`config.mk`:
```
export PLATFORM = sky130hd
export DESIGN_NAME = wb_slave_mem
export DESIGN_NICKNAME = d
export VERILOG_FILES = /design/src/rtl/wb_slave_mem.sv
export SDC_FILE = /design/constraint.sdc
export NUM_CORES = 1
export LEC_CHECK = 0
export BUFFER_PORTS_ARGS = -buffer_cell sky130_fd_sc_hd__clkbuf_2
export CELL_PAD_IN_SITES_DETAIL_PLACEMENT = 1
export CELL_PAD_IN_SITES_GLOBAL_PLACEMENT = 1
export CORE_MARGIN = 2
export CORE_UTILIZATION = 25
export DETAILED_ROUTE_END_ITERATION = 10
export GPL_ROUTABILITY_DRIVEN = 1
export HOLD_SLACK_MARGIN = 0.15
export PLACE_DENSITY_LB_ADDON = 0.2
export SKIP_LAST_GASP = 1
export SLEW_MARGIN = 15
export SYNTH_ARGS = -nofsm -noshare
export SYNTH_HDL_FRONTEND = slang
export SYNTH_SLANG_ARGS = --single-unit
```
`constraint.sdc`:
```
create_clock -name clk -period 2.9 [get_ports clk]
set_input_delay 0.145 -clock clk [delete_from_list [all_inputs] [get_ports clk]]
set_output_delay 0.145 -clock clk [all_outputs]
set_load 0.01 [all_outputs]
```
`src/rtl/wb_slave_mem.sv`:
```
// Wishbone classic single-transfer slave backed by a small register array.
// Each accepted cycle is latched, optionally delayed by WAIT_STATES cycles,
// then committed and acknowledged with a single-cycle registered ack pulse.
module wb_slave_mem #(
    parameter int BASE_ADDRESS = 0,
    parameter int DATA_WIDTH   = 16,
    parameter int ADDR_WIDTH   = 16,
    parameter int DATA_COUNT   = 16,
    parameter int AU_IN_DATA   = 1,
    parameter int WAIT_STATES  = 0
) (
    input  logic                  clk,
    input  logic                  rst,
    input  logic                  cyc_i,
    input  logic                  stb_i,
    input  logic                  we_i,
    input  logic [ADDR_WIDTH-1:0] adr_i,
    input  logic [DATA_WIDTH-1:0] dat_i,
    output logic [DATA_WIDTH-1:0] dat_o,
    output logic                  ack_o
);

    localparam int                    IDX_W    = (DATA_COUNT > 1) ? $clog2(DATA_COUNT) : 1;
    localparam int                    AU_SHIFT = $clog2(AU_IN_DATA);
    localparam logic [ADDR_WIDTH-1:0] BASE_L   = ADDR_WIDTH'(BASE_ADDRESS);
    localparam logic [ADDR_WIDTH:0]   COUNT_L  = (ADDR_WIDTH + 1)'(DATA_COUNT);
    localparam logic [3:0]            WAIT_L   = 4'(WAIT_STATES);

    typedef enum logic [1:0] {S_IDLE, S_WAIT, S_ACK, S_RESP} state_t;

    state_t                  state_q, state_d;
    logic [3:0]              cnt_q, cnt_d;
    logic [ADDR_WIDTH-1:0]   adr_q, adr_d;
    logic                    we_q, we_d;
    logic [DATA_WIDTH-1:0]   wdat_q, wdat_d;
    logic                    ack_q, ack_d;
    logic [DATA_WIDTH-1:0]   dat_q, dat_d;
    logic [DATA_WIDTH-1:0]   mem_q [DATA_COUNT];

    logic                    req;
    logic                    commit;
    logic                    mem_we;
    logic [ADDR_WIDTH-1:0]   off;
    logic [ADDR_WIDTH-1:0]   idx_full;
    logic [IDX_W-1:0]        idx;
    logic                    hit;

    // Decode works on the latched address so late bus changes cannot leak in.
    assign req      = cyc_i & stb_i;
    assign off      = adr_q - BASE_L;
    assign idx_full = off >> AU_SHIFT;
    assign hit      = (adr_q >= BASE_L) && ({1'b0, idx_full} < COUNT_L);
    assign idx      = idx_full[IDX_W-1:0];
    assign commit   = (state_q == S_ACK) && req;

    assign ack_o = ack_q;
    assign dat_o = dat_q;

    // State, wait counter, latched request and registered outputs.
    // NOTE: sequential state uses non-blocking (<=) so every register samples pre-edge values.
    always_ff @(posedge clk or negedge rst) begin
        if (!rst) begin
            state_q <= S_IDLE;
            cnt_q   <= '0;
            adr_q   <= '0;
            we_q    <= 1'b0;
            wdat_q  <= '0;
            ack_q   <= 1'b0;
            dat_q   <= '0;
        end else begin
            state_q <= state_d;
            cnt_q   <= cnt_d;
            adr_q   <= adr_d;
            we_q    <= we_d;
            wdat_q  <= wdat_d;
            ack_q   <= ack_d;
            dat_q   <= dat_d;
        end
    end

    // Next-state logic: accept, count wait states, abort on cyc/stb drop.
    always_comb begin
        // NOTE: every comb output gets a default first, so no path can infer a latch.
        state_d = state_q;
        cnt_d   = cnt_q;
        adr_d   = adr_q;
        we_d    = we_q;
        wdat_d  = wdat_q;
        unique case (state_q)
            S_IDLE: begin
                if (req) begin
                    adr_d  = adr_i;
                    we_d   = we_i;
                    wdat_d = dat_i;
                    if (WAIT_STATES == 0) begin
                        state_d = S_ACK;
                    end else begin
                        cnt_d   = WAIT_L;
                        state_d = S_WAIT;
                    end
                end
            end
            S_WAIT: begin
                if (!req) begin
                    cnt_d   = '0;
                    state_d = S_IDLE;
                end else begin
                    cnt_d = cnt_q - 4'd1;
                    if (cnt_q == 4'd1) state_d = S_ACK;
                end
            end
            S_ACK:   state_d = req ? S_RESP : S_IDLE;
            S_RESP:  state_d = S_IDLE;
            default: state_d = S_IDLE;
        endcase
    end

    // Output logic: ack and read data only on a committed access.
    always_comb begin
        ack_d  = 1'b0;
        dat_d  = dat_q;
        mem_we = 1'b0;
        if (commit) begin
            ack_d = 1'b1;
            if (we_q) mem_we = hit;
            else      dat_d  = hit ? mem_q[idx] : '0;
        end
    end

    // Register array; misses never write.
    // NOTE: the array is reset deliberately, because reads after reset must return zero.
    always_ff @(posedge clk or negedge rst) begin
        if (!rst) begin
            for (int i = 0; i < DATA_COUNT; i++) mem_q[i] <= '0;
        end else if (mem_we) begin
            mem_q[idx] <= wdat_q;
        end
    end

endmodule

```
## Yosys cells after proc, flatten, opt, wreduce, memory -nomap -nowiden

Index checks and enable logic that the tools add are counted.

- Input bits: 37
- Output and inout bits: 17
- ROM bits: 0
- Memories kept: 0
- RAM bits: 0
- Word-level logic and storage cells: 60
- Bits in latches: 0
- Flip-flop bits (word level): 312

- Divide/modulo/power cells: 0
- Bitwise operators: 3
- Shift operators: 0
- Add/subtract/negate cells: 1
- Multiply operators: 0
- $lt $le $gt $ge: 4
- Eq/ne operators: 6
- Reduce and logical (&&, ||, !) cells: 7
- Multiplexer cells: 16

Operator list:

| cell | count |
|---|---|
| $bwmux 256 | 1 |
| $bmux 16 s4 | 1 |
| $demux 16 s4 | 1 |
| $mux 16 | 4 |
| $ge 16x1->1 const B | 1 |
| $lt 16x5->1 const B | 1 |
| $mux 2 | 4 |
| $pmux 2 s4 | 1 |
| $reduce_and 2->1 | 3 |
| $ge 5x5->1 const B | 1 |
| $lt 5x1->1 const B | 1 |
| $not 4->5 | 1 |
| $eq 2x2->1 const B | 2 |
| $eq 4x1->1 const B | 1 |
| $mux 4 | 1 |
| $sub 4x1->4 const B | 1 |
| $logic_and 1x1->1 | 3 |
| $mux 1 | 3 |
| $ne 3x3->1 const B | 1 |
| $eq 2x1->1 const B | 1 |
| $logic_not 2->1 | 1 |
| $ne 2x2->1 const B | 1 |
| $and 1x1->1 | 1 |
| $not 1->1 | 1 |

## Depth between registers and ports, before layout

Gate-level depths: netlist (run 1).

- Depth after elaboration: 6
- Depth in mapped cells: 7
- Depth with buffers taken out: 5

## Worst setup path after synthesis (run 1)

OpenSTA, ideal clock, no wires.

- Path type: flip-flop to flip-flop
- Start point: register adr_q[6]
- End point: register mem_q[197] (netlist name)
- Data arrival time: 2151 ps
- Period minus slack after synthesis: 2279 ps
- Required time: 2772 ps
- Setup slack: 621 ps
- Cell stages (with the launch flop): 7
- Path through: dfrtp_1 > nor4_2 > nand3_2 > buf_4 > nor4_4 > buf_6 > mux2_1

- Cells in the longest elaborated chain, start to end: 4
- Elaborated cells between the ends (all ways): 5
- Classes of those cells: order compare: 2; mux: 2; reduce/logical: 1

Ends and longest elaborated chain:

| element | line | RTL |
|---|---|---|
| start, declared | 33 | `logic [ADDR_WIDTH-1:0] adr_q, adr_d;` |
| start signal, assigned | 73 | `adr_q <= adr_d;` |
| $ge 16x1->1 or $lt 16x5->1 (tied branches) | 52 | `assign hit = (adr_q >= BASE_L) && ({1'b0, idx_full} < COUNT_L);` |
| $logic_and 1x1->1 (*) | 52 |  |
| $mux 1 (*) | 125 | `if (we_q) mem_we = hit;` |
| $mux 1 (*) | 123 | `if (commit) begin` |
| end signal, assigned by index | 136 | `mem_q[idx] <= wdat_q;` |
| end, declared | 38 | `logic [DATA_WIDTH-1:0] mem_q [DATA_COUNT];` |

Mark *: on every way between the ends. The rest lies on a longest branch, timed or not.
A chain may end at the register's enable or synchronous reset.

## Worst setup path in the final report (run 1)

- Start point: register adr_q[3]
- End point: register mem_q[153] (netlist name)

- Cells in the longest elaborated chain, start to end: 6
- Elaborated cells between the ends (all ways): 12
- Classes of those cells: order compare: 4; mux: 5; bitwise: 1; reduce/logical: 2

Ends and longest elaborated chain:

| element | line |
|---|---|
| $not 4->5 (not written as such) | 136 |
| $ge 5x5->1 (not written as such) or $lt 5x1->1 (tied branches) | 136 |
| $logic_and 1x1->1 (not written as such) | 136 |
| $mux 16 (not written as such) | 136 |
| $demux 16 s4 | 136 |
| $bwmux 256 | 136 |

Several ways; a longest one is shown, not always the timed one.

==> results of run 1 <==
## through the flow
stage,hold WS (ns),worst slack [ns],power (mW),std cells
after floorplan,-0.151,0.621,5.47,929
after global placement,0.234,0.546,6.07,1718
after detailed placement,0.233,0.519,6.08,1718
after CTS,0.230,0.512,11.0,1820
after global routing,0.243,0.388,11.3,1820
final,0.150,0.530,10.8,1820
## how the worst max path moves through the flow
stage	startpoint	endpoint	slack, ns	cells after the start
finish	adr_q[3]$_DFFE_PN0P_	mem_q[153]$_DFFE_PN0P_	0.53	5
global route	adr_q[12]$_DFFE_PN0P_	mem_q[127]$_DFFE_PN0P_	0.39	6
CTS	adr_q[12]$_DFFE_PN0P_	mem_q[114]$_DFFE_PN0P_	0.51	6
detailed placement	adr_q[12]$_DFFE_PN0P_	mem_q[113]$_DFFE_PN0P_	0.52	6
global placement	adr_q[2]$_DFFE_PN0P_	mem_q[127]$_DFFE_PN0P_	0.55	4
floorplan	adr_q[6]$_DFFE_PN0P_	mem_q[197]$_DFFE_PN0P_	0.62	6
## report_power, final
group          leakage (nW)  switching, mW  internal [mW]
clock                 0.624           1.84           2.95
sequential             4.28          0.353           4.46
combinational          3.29          0.697          0.492
## placed cells by master, fill, tap and decap left out, types with 30 or more instances in the layout
cell type        n
a22oi_1         30
buf_4           53
clkbuf_16       41
clkbuf_2        52
dfrtp_1        310
dlygate4sd3_1   37
mux2_1         100
mux2_2         190
mux2i_1         62
mux4_2          34
## sequential cells by signal, summed over array words and instances (netlist names)
name     cells
ack_o        1
dat_o       16
state_q      2
cnt_q        4
we_q         1
adr_q       16
mem_q      256
wdat_q      16
## final cells by class
cell class                 count  area, um^2
clock inverter                 3        40.0
sequential                   312        7810
timing repair buffer         149        1160
fill                        5811       38300
clock buffer                  62        1220
inverter                       3        11.3
multi-input combinational    543        5900
tap                          748         936
## worst register-to-register path, stage by stage, from the launching register on
cell	delay, ns
dfrtp_1	0.47
buf_4	0.21
nand2b_1	0.44
nor4_4	0.41
buf_4	0.34
mux2_1	0.37
## metal layers
metal / share of wire (%) / GRT usage (%) / up-vias
met5: 0 / 0 / -
met3: 3.1 / 2.11 / 55
met2: 48 / 23.3 / 106
met1: 47 / 20.1 / 4507
li1: - / - / 3664
met4: 1.7 / 3.78 / 0
## cell families after synthesis
kind of cell	Yosys count	share of synthesized area [%]
DFF	312	55.5
adders and majority gates	2	0.178
AOI/OAI and AO/OA	70	3.55
and+or+nand+nor	85	5.04
muxes	386	33.0
buffers and inverters	74	2.73
## synth_stat cells
library cell and instances:
nand4b_1 1, nand2_2 1, ha_1 2, nand3_2 1
and4b_1 1, buf_2 16, nor4_4 16, nand2b_1 8
and3b_1 3, nor3_1 3, a22oi_1 30, buf_6 11
nor4_2 3, mux2_2 190, mux2i_1 62, a21oi_1 3
nor3b_1 3, o211ai_1 15, inv_1 3, dfrtp_1 312
clkbuf_1 22, nor2_1 19, o21ai_0 7, mux2_1 100
nand2_1 21, o31ai_1 15, mux4_2 34, buf_1 21
and3_1 1, buf_4 1, nand3b_1 1, or2_2 3
## timing repair
item                                    in CTS  in global routing
endpoints found under the hold margin      152                  0
hold buffers                                37                  0
endpoints found under the setup margin       0                  0
==> impl_results.md, run 1 <==
- Status: finished clean
- Antenna viol nets, final: 0
- CTS Sinks: 312
- Top delay family on crit path: simple AND/OR/NAND/NOR gates
- Ant diodes: 0
- Seq cells post-synth: 312
- Least-Margin Pin Slew: 0.796 ns
- H-Tree Depth: 2
- Later-pin clock latency in the skew report: 0.55 ns
- Die Area: 58200 um^2
- First-pass DRT Iterations: 4
- Netlist Area Pre-Place: 14100 um^2
- Final core utilization: 30.8%
- Die Ht: 241 um
- Initial antenna violation count: 1
- WL/cell: 22.0 um
- Fraction of layout cells with a size suffix above 1: 39.3%
- Worst VDD drop: 319 uV
- Layout Nets: 1086
- Library cells used by synthesis: 32
- Maxcap violations: 0
- CTS clock-pin slew for the worst setup and hold paths: 0.06 ns
- Detailed Route Iter0 Violations: 340
- Worst r2r src: adr_q[3]$_DFFE_PN0P_
- CP endpoint kind: flip-flop
- Lkg Pwr: 8.20 nW
- DP Wirelength: 26000 um
- Post-Syn Nets: 968
- Slew headroom: 46.9%
- Yosys Warn Count: 0
- WS Path Type: reg -> reg
- Max Clk Rate: 422 MHz
- Main area contributors after synthesis: dfrtp_1 (55%), mux2_2 (15%), mux2_1 (8.0%)
- RSZ-0062 raised after global routing: no
- Core area: 55400 um^2
- Global route total overflow: 0
- Cell Area, Placed: 15500 um^2
- Routed via count: 8332
- Pins Over Slew Limit: 0
- Total CTS buffers: 38
- Worst r2r dst: mem_q[153]$_DFFE_PN0P_
- Tmin final: 2.37 ns
- Worst hold-check path type: in -> async
- Largest stage delay on the critical path: 0.47 ns
- CTS Buffer Depth: 3
- GPL Wtd Cong: 0.706
- Yosys top cell area share: 55.5%
- Area grow syn2layout: 21.4%
- DRC viols: 0
- Cts repair resizes: 0
- Clock root cell: clkbuf_16
- Critical path startpoint category: flip-flop
- Initial core utilization: 25.4%
- R2R setup slack: 0.53 ns
- Setup TNS: 0 ns
- Avg Cell Area, Syn: 15.2 um^2
- Crit-path most repeated cell: buf_4
- Seq/Total Area, Yosys: 55.5%
- Crit share post-route: 81.7%
- Postcts setup bufs: 0
- CTS tree: built
- Vias per cell: 4.58
- Chip Width: 241 um
- First-pass GRT wire length: 61800 um
- CP Cell Sequence: buf_4 > nand2b_1 > nor4_4 > buf_4 > mux2_1
- IO Port Bufs: 53
- FP Rows: 86
- CP max stage cell: dfrtp_1
- Arr. time, crit path: 2.79 ns
- CP Max Fanout: 11
- Post-route cell area: 17100 um^2
- Largest net degree at the start of global routing: 87
- Yosys top cell by area: dfrtp_1
- Final wirelength: 40000 um
- Final setup fails: 0
- Pwr/cell area: 632 nW/um^2
- Skew final: 0.0124 ns
- Final hold violations: 0
- Reg2Reg Depth: 5
- # IOs: 54
- Worst EP required: 3.32 ns
- Syn Inst Count: 929
- Number of global-route vias before repair: 9130
- CP Buf/Inv Count: 2
- Gr usage total: 14.4%
No activity file was read; power rests on OpenSTA's default activity.
==> run 2, diff against run 1 <==
clock period = 2.3 ns   (was 2.9 ns; I/O delays follow)
==> impl_results.md, run 2 (synthesis results as in run 1) <==
- Tot Pwr: 13.4 mW
- Initial core utilization: 25.4%
- Antenna viol nets, final: 0
- WL/cell: 21.7 um
- Area occupied by multi-input gates: 5910 um^2
- Lkg Pwr: 8.32 nW
- Later-pin clock latency in the skew report: 0.55 ns
- Slew headroom: 15.5%
- Register share of total power: 45.0%
- Max FFs per register: 256
- Worst hold slack: 0.258 ns
- Sw frac: 27.1%
- Skew final: 0.0183 ns
- Gate power share: 11.8%
- Status: finished clean
- Setup TNS: 0 ns
- H-Tree Depth: 2
- Max Clk Rate: 458 MHz
- First-pass GRT wire length: 61700 um
- Final core utilization: 31.3%
- Crit share post-route: 95.0%
- Arr. time, crit path: 2.60 ns
- Number of global-route vias before repair: 9204
- Routed via count: 8332
- Pins Over Slew Limit: 0
- Internal power: 9.77 mW
- WS Path Type: reg -> reg
- Initial antenna violation count: 0
- IO Port Bufs: 53
- Tmin final: 2.18 ns
- Reg2Reg Depth: 6
- Maxcap violations: 0
- Final hold violations: 0
- CP endpoint kind: flip-flop
- Final wirelength: 39900 um
- Fill cells: 5807
- Final setup margin: 0.115 ns
- Largest net degree at the start of global routing: 43
- Vias per cell: 4.52
- Global route total overflow: 0
- R2R setup slack: 0.12 ns
- Least-Margin Pin Slew: 1.26 ns
- DP Wirelength: 26700 um
- CTS tree: built
- Final setup fails: 0
- Layout Nets: 1107
- FP Rows: 86
- Die Area: 58200 um^2
- Gr usage total: 14.4%
- Core area: 55400 um^2
- GPL Wtd Cong: 0.727
- RSZ-0062 raised after global routing: no
- DRC viols: 0
- Commonest non-fill, non-tap cells in the layout: dfrtp_1 (310), mux2_2 (190), mux2_1 (100)
- Worst hold-check path type: in -> async
- Critical path startpoint category: flip-flop
- Worst EP required: 2.72 ns
- Worst VDD drop: 570 uV
- CTS clock-pin slew for the worst setup and hold paths: 0.06 ns
- Area grow syn2layout: 23.1%
- CTS Buffer Depth: 3
- Clock Power Share: 43.2%
- Ant diodes: 0
- # IOs: 54
- Switching power: 3.64 mW
- Total CTS buffers: 37
- Seq. cell area: 7810 um^2
- Chip Width: 241 um
- First-pass DRT Iterations: 4
- Die Ht: 241 um
- Setup WS pre-CTS: 0.0636 ns
- Detailed Route Iter0 Violations: 313
- Commonest non-fill, non-tap cell in the layout: dfrtp_1
- CTS Sinks: 312
- Clock root cell: clkbuf_16
- Fraction of layout cells with a size suffix above 1: 40.2%
- CP Max Fanout: 16
- Largest reg by FF count: mem_q
- Pwr/cell area: 774 nW/um^2
run 2: cell types whose count changed in the layout (fill, tap and decap cells not counted), sizes merged:
| cell | delta |
|---|---|
| buf | +22 |
| clkbuf | -4 |
| clkinv | +2 |
| clkinvlp | +1 |
| inv | +1 |
run 2: metrics by stage:
| stage | area (um^2) | std cells |
|---|---|---|
| global placement | 15700 | 1738 |
| detailed placement | 15700 | 1738 |
| global route | 17300 | 1842 |
| floorplan | 14100 | 929 |
| finish | 17300 | 1842 |
| CTS | 17300 | 1841 |
run 2: power groups by stage:
stage               logic [mW]  registers (mW)  clock network (mW)
floorplan                 1.06            5.84                   0
global placement          1.56            6.13                   0
detailed placement        1.56            6.13                   0
CTS                       1.62            6.03                6.04
global route              1.72            6.08                6.23
finish                    1.59            6.03                5.79
run 2: worst paths after layout:
| kind | startpoint | end |
|---|---|---|
| max | adr_q[12]$_DFFE_PN0P_ | mem_q[91]$_DFFE_PN0P_ |
| min | rst | dat_o[3]$_DFFE_PN0P_ |
| max reg2reg | adr_q[12]$_DFFE_PN0P_ | mem_q[91]$_DFFE_PN0P_ |
| min reg2reg | mem_q[141]$_DFFE_PN0P_ | mem_q[141]$_DFFE_PN0P_ |
| max in group asynchronous | rst | mem_q[250]$_DFFE_PN0P_ |
| min in group clk | adr_i[11] | adr_q[11]$_DFFE_PN0P_ |
run 2: per-layer routing:
| metal | track usage [%] | share of wire, % | up-vias |
|---|---|---|---|
| met5 | 0 | 0 | - |
| met4 | 4.15 | 1.9 | 0 |
| met3 | 2.22 | 3.5 | 48 |
| met2 | 23.8 | 48 | 111 |
| met1 | 19.4 | 46 | 4463 |
| li1 | - | - | 3710 |
run 2: what timing repair did:
action                                 CTS  global route
setup endpoints to repair                0            35
resized for setup                        0             5
endpoints found under the hold margin  325             0
hold buffers                            38             0
buffers inserted                         0             1
run 2: final cells by class:
| type | count | area share, % |
|---|---|---|
| multi-input combinational | 543 | 34.1 |
| clock inverter | 7 | 0.383 |
| inverter | 3 | 0.0650 |
| clock buffer | 58 | 6.45 |
| tap | 748 | 5.40 |
| sequential | 312 | 45.1 |
| timing repair buffer | 171 | 8.52 |
run 2: worst max-delay path, cell delays in order, from the launching register on:
cell	delay, ns
dfrtp_1	0.39
nor4_2	0.35
nand2_2	0.11
buf_12	0.19
nor4_4	0.38
buf_4	0.28
mux2_2	0.35
==> run 3, diff against run 2 <==
ABC_AREA = 1   (was not set)
ABC_CLOCK_PERIOD_IN_PS = 2300   (was not set)
==> impl_results.md, run 3 <==
- Crit share post-route: 91.6%
- GPL Wtd Cong: 0.785
- Die Area: 65500 um^2
- Gate power share: 21.6%
- Tmin final: 2.11 ns
- Final hold violations: 0
- Main area contributors after synthesis: dfrtp_1 (49%), nand2_1 (24%), nand3_1 (8.6%)
- Status: finished clean
- Postcts setup bufs: 0
- Cts repair resizes: 0
- Internal power: 10.3 mW
- Top delay family on crit path: simple AND/OR/NAND/NOR gates
- Total CTS buffers: 41
- Routed via count: 14300
- Simple-Gate Fraction of Synth Area: 38.6%
- CP Max Fanout: 45
- Seq cells post-synth: 312
- Clock Power Share: 41.3%
- Maxcap violations: 0
- Syn Inst Count: 2193
- RSZ-0062 raised after global routing: no
- CTS Buffer Depth: 3
- Async S/R FF share, synth: 100%
- WL/cell: 19.7 um
- Seq. cell area: 7810 um^2
- DRC viols: 0
- Crit-path most repeated cell: nand2_1
- Commonest cells post-synth: nand2_1 (1034), dfrtp_1 (312), nand3_1 (274)
- Yosys Warn Count: 0
- CTS Sinks: 312
- Clock root cell: clkbuf_16
- Pins Over Slew Limit: 0
- Largest net degree at the start of global routing: 52
- Fill cells: 7682
- Max Clk Rate: 475 MHz
- Netlist Area Pre-Place: 15900 um^2
- Cts hold-fix bufs: 38
- Post-Syn Nets: 2232
- CP Buf/Inv Count: 2
- Worst hold-check path type: in -> async
- Seq/Total Area, Yosys: 49.2%
- IO Port Bufs: 53
- Avg Cell Area, Syn: 7.24 um^2
- Final wirelength: 62000 um
- DP Wirelength: 40400 um
- Critical path startpoint category: flip-flop
- Largest reg by FF count: mem_q
- CP Cell Sequence: nor2_1 > nand2_1 > nor2_1 > nand2_1 > nor3_4 > buf_12 > buf_4 > nand3_1 > nand2_1
- Fraction of layout cells with a size suffix above 1: 11.4%
- Register share of total power: 37.1%
- Least-Margin Pin Slew: 0.594 ns
- First-pass DRT Iterations: 4
- Vias per cell: 4.56
- Count leader, synth: nand2_1
- Sw frac: 33.6%
- Arr. time, crit path: 2.61 ns
- Global route total overflow: 0
- Main combinational cell family by area after synthesis: simple AND/OR/NAND/NOR gates
- Mux contribution to synthesized area: 1.70%
- Post-route cell area: 19100 um^2
- Area grow syn2layout: 20.5%
- WS Path Type: reg -> reg
- # IOs: 54
- CTS clock-pin slew for the worst setup and hold paths: 0.06 ns
- CTS tree: built
- Commonest non-fill, non-tap cell in the layout: nand2_1
- Worst EP required: 2.80 ns
- CP max stage cell: dfrtp_1
- H-Tree Depth: 2
- Ant diodes: 0
- Synth Flop Type: dfrtp_1
- Setup TNS: 0 ns
- Yosys top cell area share: 49.2%
- Yosys top cell by area: dfrtp_1
- Initial antenna violation count: 1
- CP endpoint kind: flip-flop
- Post-synth EDFFs: 0
- Max FFs per register: 256
- FP Rows: 92
- Antenna viol nets, final: 0
- Area occupied by multi-input gates: 6680 um^2
- Detailed Route Iter0 Violations: 889
- Core area: 63000 um^2
- XOR/XNOR Fraction of Synth Area: 0.0552%
- Final core utilization: 30.4%
- Number of global-route vias before repair: 15200
- Die Ht: 256 um
- Switching power: 5.19 mW
- Pwr/cell area: 808 nW/um^2
- Initial core utilization: 25.2%
- Lkg Pwr: 10.3 nW
- Library cells used by synthesis: 30
- Final setup fails: 0
- Synth Area in Compound Gates: 1.52%
- First-pass GRT wire length: 96300 um
- Worst VDD drop: 487 uV
- Layout Nets: 2308
- Cell Area, Placed: 17400 um^2
- Later-pin clock latency in the skew report: 0.59 ns
- Adder-Cell Fraction of Synth Area: 0.158%
- Skew final: 0.0361 ns
- Chip Width: 256 um
- Slew headroom: 60.4%
- Gr usage total: 19.2%
- Commonest non-fill, non-tap cells in the layout: nand2_1 (1034), dfrtp_1 (310), nand3_1 (273)
- Largest stage delay on the critical path: 0.37 ns
[run 3: cell types whose count changed after synthesis, moves of 34 or more]
cell	previous run	this run
nand2_1	21	1034
nand3_1	0	274
inv_1	3	193
mux2_2	190	24
nor2_1	19	124
mux2_1	100	0
mux2i_1	62	0
clkbuf_1	22	74
buf_2	16	60
mux4_2	34	0
[run 3: metal layers]
metal  wire length (um)  global-route usage, %
met4               1250                   4.29
met1              30000                   26.6
met2              28900                   31.9
met3               1890                   2.45
met5                  0                      0
[run 3: area by class of cell]
class	count	area share, %
Multi-Input combinational cell	1539	35.0
Sequential cell	312	40.9
Clock inverter	9	0.295
Inverter	197	3.87
Tap cell	846	5.54
Clock buffer	64	6.56
Timing Repair Buffer	178	7.92
[run 3: per-stage QoR]
stage               cells  hold slack [ns]  setup WS [ns]  power [mW]
global placement     3034            0.119          0.234        9.14
floorplan            2193           -0.181          0.714        7.58
detailed placement   3034            0.116          0.178        9.15
finish               3145            0.207          0.194        15.4
global route         3145            0.224         0.0442        16.2
CTS                  3145            0.207          0.162        15.7
[run 3: final timing paths]
| kind | slack [ns] | cells past startpoint | startpoint | endpoint |
|---|---|---|---|---|
| worst max-delay path | 0.19 | 9 | adr_q[4]$_DFFE_PN0P_ | mem_q[246]$_DFFE_PN0P_ |
| worst min-delay path | 0.21 | 3 | rst | mem_q[151]$_DFFE_PN0P_ |
| worst max register to register | 0.19 | 9 | adr_q[4]$_DFFE_PN0P_ | mem_q[246]$_DFFE_PN0P_ |
| worst min register to register | 0.48 | 2 | mem_q[119]$_DFFE_PN0P_ | mem_q[119]$_DFFE_PN0P_ |
| max in group asynchronous | 1.51 | 3 | rst | mem_q[15]$_DFFE_PN0P_ |
| min in group clk | 0.29 | 3 | dat_i[11] | wdat_q[11]$_DFFE_PN0P_ |
[run 3: worst register-to-register path: cells and delay by family, from the launching register on]
family | cells | cell delay (ns)
buffers and inverters | 2 | 0.61
DFF | 1 | 0.37
and+or+nand+nor | 7 | 1.07
[run 3: power by group through the flow]
stage               combinational, mW  sequential (mW)  clock, mW
floorplan                        1.81             5.77          0
global placement                 3.32             5.82          0
detailed placement               3.32             5.83          0
CTS                              3.39             5.73       6.55
global route                     3.68             5.75       6.74
finish                           3.34             5.73       6.37
[run 3: cells by family after synthesis]
kind of cell,after synthesis
AO/OA/AOI/OAI,46
XOR/XNOR,1
adder cells (fa/ha/maj),2
buffers and inverters,342
flip-flops,312
multiplexers,24
AND/OR/NAND/NOR,1466
